[config.mk]
export PLATFORM = sky130hd
export DESIGN_NAME = mmul_tile_scheduler
export DESIGN_NICKNAME = d
export VERILOG_FILES = /design/src/rtl/mmul_tile_scheduler.sv
export SDC_FILE = /design/constraint.sdc
export NUM_CORES = 1
export LEC_CHECK = 0
export ABC_AREA = 1
export CAP_MARGIN = 20
export CORE_MARGIN = 4
export CORE_UTILIZATION = 35
export DETAILED_ROUTE_END_ITERATION = 12
export DONT_BUFFER_PORTS = 1
export GPL_ROUTABILITY_DRIVEN = 0
export HOLD_SLACK_MARGIN = 0.02
export PLACE_DENSITY_LB_ADDON = 0.08
export SETUP_SLACK_MARGIN = 0.3
export SLEW_MARGIN = 20
export SYNTH_ARGS = -nofsm -noshare
export SYNTH_HDL_FRONTEND = slang
export SYNTH_SLANG_ARGS = --single-unit
export TNS_END_PERCENT = 100
[constraint.sdc]
create_clock -name clk_i -period 6.3 [get_ports clk_i]
set_input_delay 1.26 -clock clk_i [delete_from_list [all_inputs] [get_ports clk_i]]
set_output_delay 1.26 -clock clk_i [all_outputs]
set_load 0.02 [all_outputs]
[src/rtl/mmul_tile_scheduler.sv]
// Matrix-multiply tile scheduler: walks output tiles (i, j) and reduction chunks k,
// issuing one read command every SYS_ARRAY_SIZE cycles and pausing for write-back
// after the final chunk of each tile.
// Parameter defaults mirror the shared project configuration (N=4, 16-byte rows).
module mmul_tile_scheduler #(
    parameter int unsigned SYS_ARRAY_SIZE = 4,
    parameter int unsigned ADDR_WIDTH     = 32,
    parameter int unsigned ROW_BYTES      = 16,
    parameter int unsigned CNT_WIDTH      = 8
) (
    input  logic                  clk_i,
    input  logic                  rst_i,
    input  logic                  start_i,
    input  logic [ADDR_WIDTH-1:0] base_a_i,
    input  logic [ADDR_WIDTH-1:0] base_b_i,
    input  logic [CNT_WIDTH-1:0]  m_tiles_i,
    input  logic [CNT_WIDTH-1:0]  n_tiles_i,
    input  logic [CNT_WIDTH-1:0]  k_chunks_i,
    input  logic                  wb_done_i,
    output logic                  cmd_valid_o,
    output logic [ADDR_WIDTH-1:0] cmd_addr_a_o,
    output logic [ADDR_WIDTH-1:0] cmd_addr_b_o,
    output logic                  cmd_we_o,
    output logic [CNT_WIDTH-1:0]  tile_row_o,
    output logic [CNT_WIDTH-1:0]  tile_col_o,
    output logic                  busy_o,
    output logic                  done_o
);

    localparam logic [ADDR_WIDTH-1:0] CHUNK    = ADDR_WIDTH'(SYS_ARRAY_SIZE * ROW_BYTES);
    localparam int unsigned           GW       = $clog2(SYS_ARRAY_SIZE);
    // Gap lasts SYS_ARRAY_SIZE-1 cycles, counted 0 .. N-2.
    localparam logic [GW-1:0]         GAP_LAST = GW'(SYS_ARRAY_SIZE - 2);
    localparam logic [CNT_WIDTH-1:0]  ONE      = CNT_WIDTH'(1);

    typedef enum logic [2:0] {StIdle, StIssue, StGap, StWaitWb, StDone} state_e;

    state_e                state_q, state_d;
    logic [GW-1:0]         gap_q, gap_d;
    logic [CNT_WIDTH-1:0]  i_q, i_d, j_q, j_d, k_q, k_d;
    logic [CNT_WIDTH-1:0]  m_q, m_d, n_q, n_d, kc_q, kc_d;
    logic [ADDR_WIDTH-1:0] addr_a_q, addr_a_d, addr_b_q, addr_b_d;
    logic [ADDR_WIDTH-1:0] a_row_q, a_row_d, base_b_q, base_b_d;
    logic                  pend_q, pend_d;
    logic                  last_k, last_tile, adv;

    assign last_k    = (k_q == kc_q - ONE);
    assign last_tile = (i_q == m_q - ONE) && (j_q == n_q - ONE);

    // State and datapath registers; reset abandons any job in flight.
    always_ff @(posedge clk_i or posedge rst_i) begin
        if (rst_i) begin
            state_q  <= StIdle;
            gap_q    <= '0;
            i_q      <= '0;
            j_q      <= '0;
            k_q      <= '0;
            m_q      <= '0;
            n_q      <= '0;
            kc_q     <= '0;
            addr_a_q <= '0;
            addr_b_q <= '0;
            a_row_q  <= '0;
            base_b_q <= '0;
            pend_q   <= 1'b0;
        end else begin
            state_q  <= state_d;
            gap_q    <= gap_d;
            i_q      <= i_d;
            j_q      <= j_d;
            k_q      <= k_d;
            m_q      <= m_d;
            n_q      <= n_d;
            kc_q     <= kc_d;
            addr_a_q <= addr_a_d;
            addr_b_q <= addr_b_d;
            a_row_q  <= a_row_d;
            base_b_q <= base_b_d;
            pend_q   <= pend_d;
        end
    end

    // Next-state: sequencing, chunk stepping and tile advance.
    always_comb begin
        state_d  = state_q;
        gap_d    = gap_q;
        i_d      = i_q;
        j_d      = j_q;
        k_d      = k_q;
        m_d      = m_q;
        n_d      = n_q;
        kc_d     = kc_q;
        addr_a_d = addr_a_q;
        addr_b_d = addr_b_q;
        a_row_d  = a_row_q;
        base_b_d = base_b_q;
        pend_d   = pend_q;
        adv      = 1'b0;

        unique case (state_q)
            StIdle: begin
                if (start_i) begin
                    m_d      = m_tiles_i;
                    n_d      = n_tiles_i;
                    kc_d     = k_chunks_i;
                    i_d      = '0;
                    j_d      = '0;
                    k_d      = '0;
                    addr_a_d = base_a_i;
                    a_row_d  = base_a_i;
                    addr_b_d = base_b_i;
                    base_b_d = base_b_i;
                    pend_d   = 1'b0;
                    gap_d    = '0;
                    if (m_tiles_i == '0 || n_tiles_i == '0 || k_chunks_i == '0) begin
                        state_d = StDone;
                    end else begin
                        state_d = StIssue;
                    end
                end
            end
            StIssue: begin
                gap_d   = '0;
                state_d = StGap;
            end
            StGap: begin
                // Early write-back is only meaningful once the final chunk has gone out.
                if (wb_done_i && last_k) begin
                    pend_d = 1'b1;
                end
                if (gap_q == GAP_LAST) begin
                    if (!last_k) begin
                        k_d      = k_q + ONE;
                        addr_a_d = addr_a_q + CHUNK;
                        addr_b_d = addr_b_q + CHUNK;
                        state_d  = StIssue;
                    end else if (pend_q || wb_done_i) begin
                        adv = 1'b1;
                    end else begin
                        state_d = StWaitWb;
                    end
                end else begin
                    gap_d = gap_q + GW'(1);
                end
            end
            StWaitWb: begin
                if (wb_done_i) begin
                    adv = 1'b1;
                end
            end
            StDone: begin
                state_d = StIdle;
            end
            default: begin
                state_d = StIdle;
            end
        endcase

        if (adv) begin
            pend_d = 1'b0;
            k_d    = '0;
            if (last_tile) begin
                state_d = StDone;
            end else begin
                state_d = StIssue;
                if (j_q < n_q - ONE) begin
                    j_d      = j_q + ONE;
                    addr_a_d = a_row_q;
                    addr_b_d = addr_b_q + CHUNK;
                end else begin
                    // addr_a already points at the last chunk of this row of A.
                    j_d      = '0;
                    i_d      = i_q + ONE;
                    a_row_d  = addr_a_q + CHUNK;
                    addr_a_d = addr_a_q + CHUNK;
                    addr_b_d = base_b_q;
                end
            end
        end
    end

    // Outputs decoded from state; command fields forced to zero outside ISSUE.
    always_comb begin
        cmd_valid_o  = (state_q == StIssue);
        cmd_addr_a_o = cmd_valid_o ? addr_a_q : '0;
        cmd_addr_b_o = cmd_valid_o ? addr_b_q : '0;
        cmd_we_o     = cmd_valid_o && last_k;
        tile_row_o   = i_q;
        tile_col_o   = j_q;
        busy_o       = (state_q == StIssue) || (state_q == StGap) || (state_q == StWaitWb);
        done_o       = (state_q == StDone);
    end

endmodule

Word level (Yosys, flattened, before mapping)
Cells that the tools add are included.

storage, ports and cells
  register bits = 182
  memories = 0
  memory bits (writable) = 0
  word-level logic and storage cells = 114
  latch bits = 0
  ROM bits = 0
  output and inout bits = 84

operators by class
  bitwise logic cells = 0
  add/subtract/negate cells = 9
  $mul = 0
  equality and inequality tests = 16
  reduce and logical (&&, ||, !) cells = 19
  multiplexer cells = 56
  divide/modulo/power cells = 0
  order comparisons = 1
  shift operators = 0

operators by type and width
  cell                   count
  $mux 32                19
  $pmux 32 s2            2
  $mux 8                 14
  $add 32x7->32 const B  2
  $add 8x1->8 const B    3
  $eq 8x8->1             3
  $logic_not 8->1        3
  $sub 8x1->8 const B    3
  $mux 3                 7
  $pmux 8 s2             1
  $ne 3x3->1 const B     4
  $pmux 3 s4             1
  $lt 8x8->1             1
  $reduce_and 4->1       2
  $mux 1                 7
  $eq 3x2->1 const B     2
  $ne 2x2->1 const B     3
  $pmux 2 s3             1
  $reduce_and 3->1       2
  $reduce_bool 3->1      2
  $logic_or 1x1->1       5
  $mux 2                 2
  $ne 4x4->1 const B     1
  $pmux 1 s2             2
  other kinds (7)        9

Longest topological paths before layout
Gate-level depths: netlist (run 1).

  depth after elaboration = 7
  mapped depth = 20
  gate-level depth less buffers = 20

Worst setup path after synthesis (run 1)
Ideal clock, no wire load.

  path type = reg-to-output
  start = register kc_q[0]
  end = output cmd_we_o
  buffers on the path = 1
  stages on the path, launching flop included = 14
  data arrival time = 1,837 ps
  slack = 3,203 ps
  required time = 5,040 ps
  cell sequence = dfrtp_1 inv_2 ha_1 inv_1 nand2_1 nand2_1 nor2_1 nand2_1 nor2_1 nand2_1 nor2_2 nand2_2 clkbuf_1 nor2_1

between the ends
  cells in the longest elaborated chain, start to end = 3

RTL lines
  what                      RTL line  source
  start: declaration        41        logic [CNT_WIDTH-1:0] m_q, m_d, n_q, n_d, kc_q, kc_d;
  start signal: assignment  74        kc_q <= kc_d;
  $sub 8x1->8               47        assign last_k = (k_q == kc_q - ONE);
  $eq 8x8->1                47
  $logic_and 1x1->1         187       cmd_we_o = cmd_valid_o && last_k;
  end: declaration          23        output logic cmd_we_o,

No other way between the ends.

Worst setup path after layout (run 1)
  start = register state_q[2]
  end = output cmd_addr_a_o[31]

between the ends
  cells in the longest elaborated chain, start to end = 2

RTL lines
  what                      RTL line  source
  start: declaration        38        state_e state_q, state_d;
  start signal: assignment  53        state_q <= StIdle;
  start signal: assignment  67        state_q <= state_d;
  $eq 3x1->1                184       cmd_valid_o = (state_q == StIssue);
  named net cmd_valid_o     20        output logic cmd_valid_o,
  $mux 32                   185       cmd_addr_a_o = cmd_valid_o ? addr_a_q : '0;
  end: declaration          21        output logic [ADDR_WIDTH-1:0] cmd_addr_a_o,

The timed path passes the listed nets, and every way through them passes these cells.

==> out/metrics.csv, run 1 <==
metric,value,unit
Setup-failing EPs final,0,
largest fanout of any net on the critical path,41,
total power consumption of the routed design,7.15,mW
Syn. warnings,0,
internal portion of total power,3.39,mW
slowest cell on the critical path,nor2_1,
"leading cell type in the layout, fill and taps excluded",nand2_1,
Final Skew,0.0185,ns
start-to-end type of the worst setup path,reg2out,
Compound-Gate Fraction of Synth Area,0.0804,
setup repair after global routing missed its margin,no,
remaining design rule violation count,0,
Root Buffer Master,clkbuf_16,
grt ovf,0,
horizontal die dimension,203,µm
largest net degree at the start of global routing,72,
number of enable flip-flop cells after synthesis,0,
fraction of layout instances using a drive strength above 1,0.0414,
ys async rst share,1.00,
Row Count,71,
final HPWL from detailed placement,31.1,mm
multiplexer share of the synthesized area,0,
#FFs+latches synth,182,
quantity of I/O buffers inserted on ports,0,
power share of the sequential group,0.300,
transition time at the pin with the least slew margin,1.07,ns
overall die area,41400,µm²
combined global-route utilization of all metal layers,0.229,
initial antenna violation count,0,
Area Overhead vs Synth,7.06,%
worst skew pair latency,0.47,ns
post-synthesis adder-cell area fraction,0.0159,
Cells after Synth,2153,
Hold Buf Count CTS,0,
core footprint,37700,µm²
library cell appearing most often on the critical path,nor2_1,
final critical path time including I/O delays and setup,4.38,ns
vertical extent of the die,203,µm
CTS clock-pin slew for the worst setup and hold paths,0.08,ns
combinational family with the most area after synthesis,simple AND/OR/NAND/NOR gates,
initial standard-cell utilization of the core,0.355,
cell types occupying the most area after synthesis,"dfrtp_1, nand2_1, nand3_1",
sequence of cells on the critical path,"nor2_1, inv_1, nor2_1, inv_2, buf_4, nor2_1",
H-tree Lvls,4,
CTS Buffer Depth,2,
antenna-violating nets left,0,
post-route non-filler standard cell count,2611,
drt initial violations,1005,
type of element capturing the critical path,primary output,
total I/O pin count,176,
post-detailed-route wirelength per cell,18.2,µm
Peak VDD IR,265,µV
CP Data Required Time,5.04,ns
switching part of the total power,0.526,
power share of the combinational group,0.551,
Worst Setup Start Kind,flop,
final hold violations,0,
post-layout net count,2196,
Resized cells post-CTS,0,
power density over the cells,500,nW/µm²
Antenna Cells,0,
fraction of the yosys area taken by sequential cells,0.341,
Cell Count Post-Placement,2578,
fmax,228,MHz
final worst path period share,0.695,
global-route wire length before repair,75.3,mm
TritonCTS clock tree,built,
vias after detailed routing,13500,
"area fraction in and, or, nand and nor cells after synthesis",0.432,
total wire length,47.5,mm
max cap viols,0,
CP max stage delay,0.55,ns
number of buffers added by the clock tree synthesis step,17,
post-CTS setup repair buffer count,0,
worst hold path type,reg2reg,
"Arr. time, crit path",3.12,ns
cell type with the highest aggregate area in the netlist,dfrtp_1,
max-slew headroom at the worst pin,0.284,
outcome,completed,
leading register cell type out of synthesis,dfrtp_1,
number of fill cells,4213,
share of the synthesized area in the top cell type,0.341,
vias in the first global route,13100,
count of distinct cell types in the synthesized netlist,39,
Post-Synth XOR/XNOR Area,0.0417,
final hold slack,0.472,ns
final-report max-slew violation count,0,
"leading cell types in the layout, fill and taps excluded","nand2_1, nand3_1, nor2_1",
total negative slack,0,ns
clock net sink count,182,
post-synth design cell area,13400,µm²
total nets after synthesis,2262,
syn avg cell area,6.21,µm²
first-pass iteration count of the detailed router,5,
Vias per Instance,5.18,
leakage power,7.25,nW
Switch Pwr,3.76,mW
part of the power in the clock network,0.149,
-- worst max-delay path: cells and delay by family, from the launching register on --
family / cells / cell delay, ns
buf+inv: 3 / 0.92
flops: 1 / 0.46
simple gates: 3 / 1.27
-- cells in the mapped netlist (2+ instances only) --
cell      count
nor3b_1       2
dfrtp_1     182
nand2_2       4
o21ai_0     133
nand4_1      18
a21oi_1      25
a221oi_1      9
xor2_1       47
buf_4         9
nor2_2        4
clkinv_1      2
nor3_1       27
or2_2         2
nand3_1     280
clkbuf_1     64
o21ai_1       5
buf_2        24
inv_1       187
ha_1         17
nand3b_1      4
o21a_1       18
inv_2         6
nor2_1      205
nor4_1        7
nand2_1     837
xnor2_1      14
buf_1         9
-- logic make-up (layout without fill, tap and decap cells) --
| family | count (synthesis) | after routing |
|---|---|---|
| AO/OA/AOI/OAI | 195 | 195 |
| XOR/XNOR | 62 | 62 |
| adder cells (fa/ha/maj) | 17 | 17 |
| buffers and inverters | 301 | 248 |
| flip-flops | 182 | 182 |
| AND/OR/NAND/NOR | 1396 | 1396 |
-- path summary, 6_finish.rpt --
check	slack, ns	start	cells past startpoint	to
setup / recovery	1.92	state_q[2]	6	cmd_addr_a_o[31]
hold / removal	0.47	base_b_q[10]	2	base_b_q[10]
setup reg to reg	2.49	n_q[0]	18	addr_a_q[6]
hold reg to reg	0.47	base_b_q[10]	2	base_b_q[10]
max in group asynchronous	4.43	rst_i	2	k_q[2]
min in group asynchronous	0.63	rst_i	1	a_row_q[19]
-- power groups by stage --
stage / Combinational (mW) / Sequential, mW / Clock [mW]
detailed placement: 3.96 / 2.15 / 0
CTS: 3.97 / 2.14 / 1.10
global placement: 3.90 / 2.15 / 0
finish: 3.94 / 2.14 / 1.07
floorplan: 3.05 / 2.01 / 0
global route: 4.53 / 2.22 / 1.15
-- cell type report --
type	instances	area [µm²]	area share
multi-input cells	1670	7650	0.535
flip-flops and latches	182	4550	0.318
inverters	195	736	0.0514
well taps	511	639	0.0447
clock buffers	19	443	0.0310
repair buffers	21	178	0.0124
clock inverters	13	98.8	0.00691
-- sequential cells by signal, indices dropped and copies added (netlist names) --
signal      flops
m_q             8
addr_b_q       32
k_q             8
kc_q            8
state_q         3
pend_q          1
base_b_q       32
tile_row_o      8
gap_q           2
tile_col_o      8
a_row_q        32
n_q             8
addr_a_q       32
-- per-stage QoR --
stage,worst slack (ns),area [µm²],util
2_1_floorplan,2.70,13400,-
4_1_cts,1.72,14300,0.379
3_5_place_dp,2.06,13700,0.365
5_1_grt,1.71,14300,0.380
3_3_place_gp,2.10,13700,0.365
6_report,1.92,14300,0.380
-- layer usage --
layer / vias to the layer above / track usage / routed length [µm]
met2: 352 / 0.368 / 21800
met4: 0 / 0.0597 / 824
li1: 6681 / - / -
met5: - / 0 / 0
met1: 6436 / 0.321 / 22500
met3: 43 / 0.0375 / 2330
Note: power is estimated with default switching activity, not from simulation.
==> inputs of run 2 (changes only) <==
clock period = 3.8 ns   (was 6.3 ns; I/O delays follow)
==> run 2 against run 1 <==
Compared with the run above: flip-flop and latch count stayed put; total power is 67% higher; setup slack worse by 1.3 ns; largest power group unchanged; largest cell class unchanged; highest routed layer unchanged.
==> out/metrics.csv, run 2 (same netlist as run 1, synthesis figures left out) <==
metric,value,unit,change
"Arr. time, crit path",2.46,ns,-0.66 ns
worst hold path type,in2async,,
vertical extent of the die,203,µm,unchanged
initial standard-cell utilization of the core,0.355,,unchanged
CP Data Required Time,3.04,ns,-2.00 ns
total power consumption of the routed design,12.0,mW,+67%
Vias per Instance,5.14,,-0.64%
worst skew pair latency,0.47,ns,about the same
start-to-end type of the worst setup path,reg2out,,
overall die area,41400,µm²,unchanged
core footprint,37700,µm²,unchanged
power share of the sequential group,0.296,,-0.004
instance area at placement,13900,µm²,+1.1%
H-tree Lvls,4,,unchanged
outcome,completed,,
Row Count,71,,unchanged
fraction of layout instances using a drive strength above 1,0.0455,,+0.00411
grt ovf,0,,unchanged
number of fill cells,4211,,-0.047%
post-layout net count,2205,,+0.41%
Root Buffer Master,clkbuf_16,,
"leading cell types in the layout, fill and taps excluded","nand2_1, nand3_1, nor2_1",,
"leading cell type in the layout, fill and taps excluded",nand2_1,,
type of element capturing the critical path,primary output,,
TritonCTS clock tree,built,,
total I/O pin count,176,,unchanged
final worst-path setup slack,0.580,ns,-1.34 ns
vias in the first global route,13100,,+0.41%
setup repair after global routing missed its margin,yes,,
remaining design rule violation count,0,,unchanged
drt initial violations,824,,-18%
Final Skew,0.0138,ns,-0.00467 ns
post-route non-filler standard cell count,2620,,+0.34%
final critical path time including I/O delays and setup,3.22,ns,
total negative slack,0,ns,unchanged
largest net degree at the start of global routing,94,,+31%
final design area excluding fillers,14500,µm²,+1.2%
first-pass iteration count of the detailed router,5,,unchanged
post-CTS setup repair buffer count,0,,unchanged
largest fanout of any net on the critical path,6,,-85%
clock net sink count,182,,unchanged
power share of the combinational group,0.552,,about the same
number of buffers added by the clock tree synthesis step,17,,unchanged
switching part of the total power,0.519,,-0.00625
CTS Buffer Depth,2,,unchanged
Worst Setup Start Kind,flop,,
power density over the cells,826,nW/µm²,+65%
horizontal die dimension,203,µm,unchanged
max-slew headroom at the worst pin,0.371,,+0.0862
worst slack after detailed placement,0.642,ns,-1.42 ns
Switch Pwr,6.21,mW,+65%
final hold violations,0,,unchanged
final worst path period share,0.847,,
part of the power in the clock network,0.151,,+0.002
vias after detailed routing,13500,,-0.30%
initial antenna violation count,1,,+1
Peak VDD IR,339,µV,+28%
post-detailed-route wirelength per cell,18.0,µm,-1.2%
combined global-route utilization of all metal layers,0.225,,-0.00374
final HPWL from detailed placement,31.4,mm,+0.93%
Setup-failing EPs final,0,,unchanged
CTS clock-pin slew for the worst setup and hold paths,0.07,ns,about the same
transition time at the pin with the least slew margin,0.942,ns,-0.130 ns
final-report max-slew violation count,0,,unchanged
quantity of I/O buffers inserted on ports,0,,unchanged
fmax,311,MHz,
leakage power,7.32,nW,+0.99%
Cell Count Post-Placement,2586,,+0.31%
total wire length,47.1,mm,-0.84%
Area Overhead vs Synth,8.39,%,
global-route wire length before repair,74.2,mm,-1.5%
max cap viols,0,,unchanged
internal portion of total power,5.75,mW,+69%
antenna-violating nets left,0,,unchanged
run 2: final timing paths:
check	from	endpoint	slack, ns	depth (start not counted)
max in group asynchronous	rst_i	kc_q[0]	2.64	2
min in group clk_i	n_tiles_i[3]	n_q[3]	0.41	2
setup / recovery	kc_q[0]	cmd_we_o	0.58	10
setup reg to reg	n_q[2]	addr_a_q[6]	0.74	18
hold / removal	rst_i	a_row_q[17]	0.35	1
hold reg to reg	base_b_q[9]	base_b_q[9]	0.47	2
run 2: critical path: stages (launching register included):
cell	delay [ns]
dfrtp_1	0.40
inv_2	0.10
ha_1	0.21
nand2_1	0.07
nor2_1	0.17
nand2_1	0.11
nand2_1	0.08
nand3_1	0.08
nor2_2	0.21
nand2_2	0.11
nor2_1	0.47
run 2: timing repair:
item | 4_1_cts | 5_1_grt
hold buffers | 0 | 0
endpoints found under the hold margin | 0 | 0
endpoints found under the setup margin | 0 | 52
resized for setup | 0 | 3
run 2: power groups by stage:
stage,clock network (mW),registers (mW),logic [mW]
after global placement,0,3.57,6.50
final,1.81,3.55,6.61
after global routing,1.93,3.67,7.57
after detailed placement,0,3.56,6.60
after CTS,1.86,3.54,6.61
after floorplan,0,3.34,5.05
run 2: cell type report:
cell class	instances	area, µm²	area share
Sequential cell	182	4550	0.314
Clock inverter	13	124	0.00855
Tap cell	511	639	0.0442
Clock buffer	18	439	0.0303
Inverter	195	736	0.0508
Multi-Input combinational cell	1671	7660	0.529
Antenna cell	1	2.50	0.000173
Timing Repair Buffer	29	325	0.0225
run 2: metrics by stage:
| stage | hold slack [ns] | util |
|---|---|---|
| final | 0.351 | 0.384 |
| after CTS | 0.344 | 0.383 |
| after detailed placement | 0.460 | 0.368 |
| after floorplan | 0.442 | - |
| after global placement | 0.456 | 0.368 |
| after global routing | 0.372 | 0.384 |
run 2: layer usage:
metal  routed length [µm]  part of all wire  GRT usage  up-vias
met5                    0                 0          0        -
li1                     -                 -          -     6701
met4                  836             0.018     0.0622        0
met3                 2500             0.053     0.0398       51
met2                21500              0.46      0.356      364
met1                22300              0.47      0.318     6356
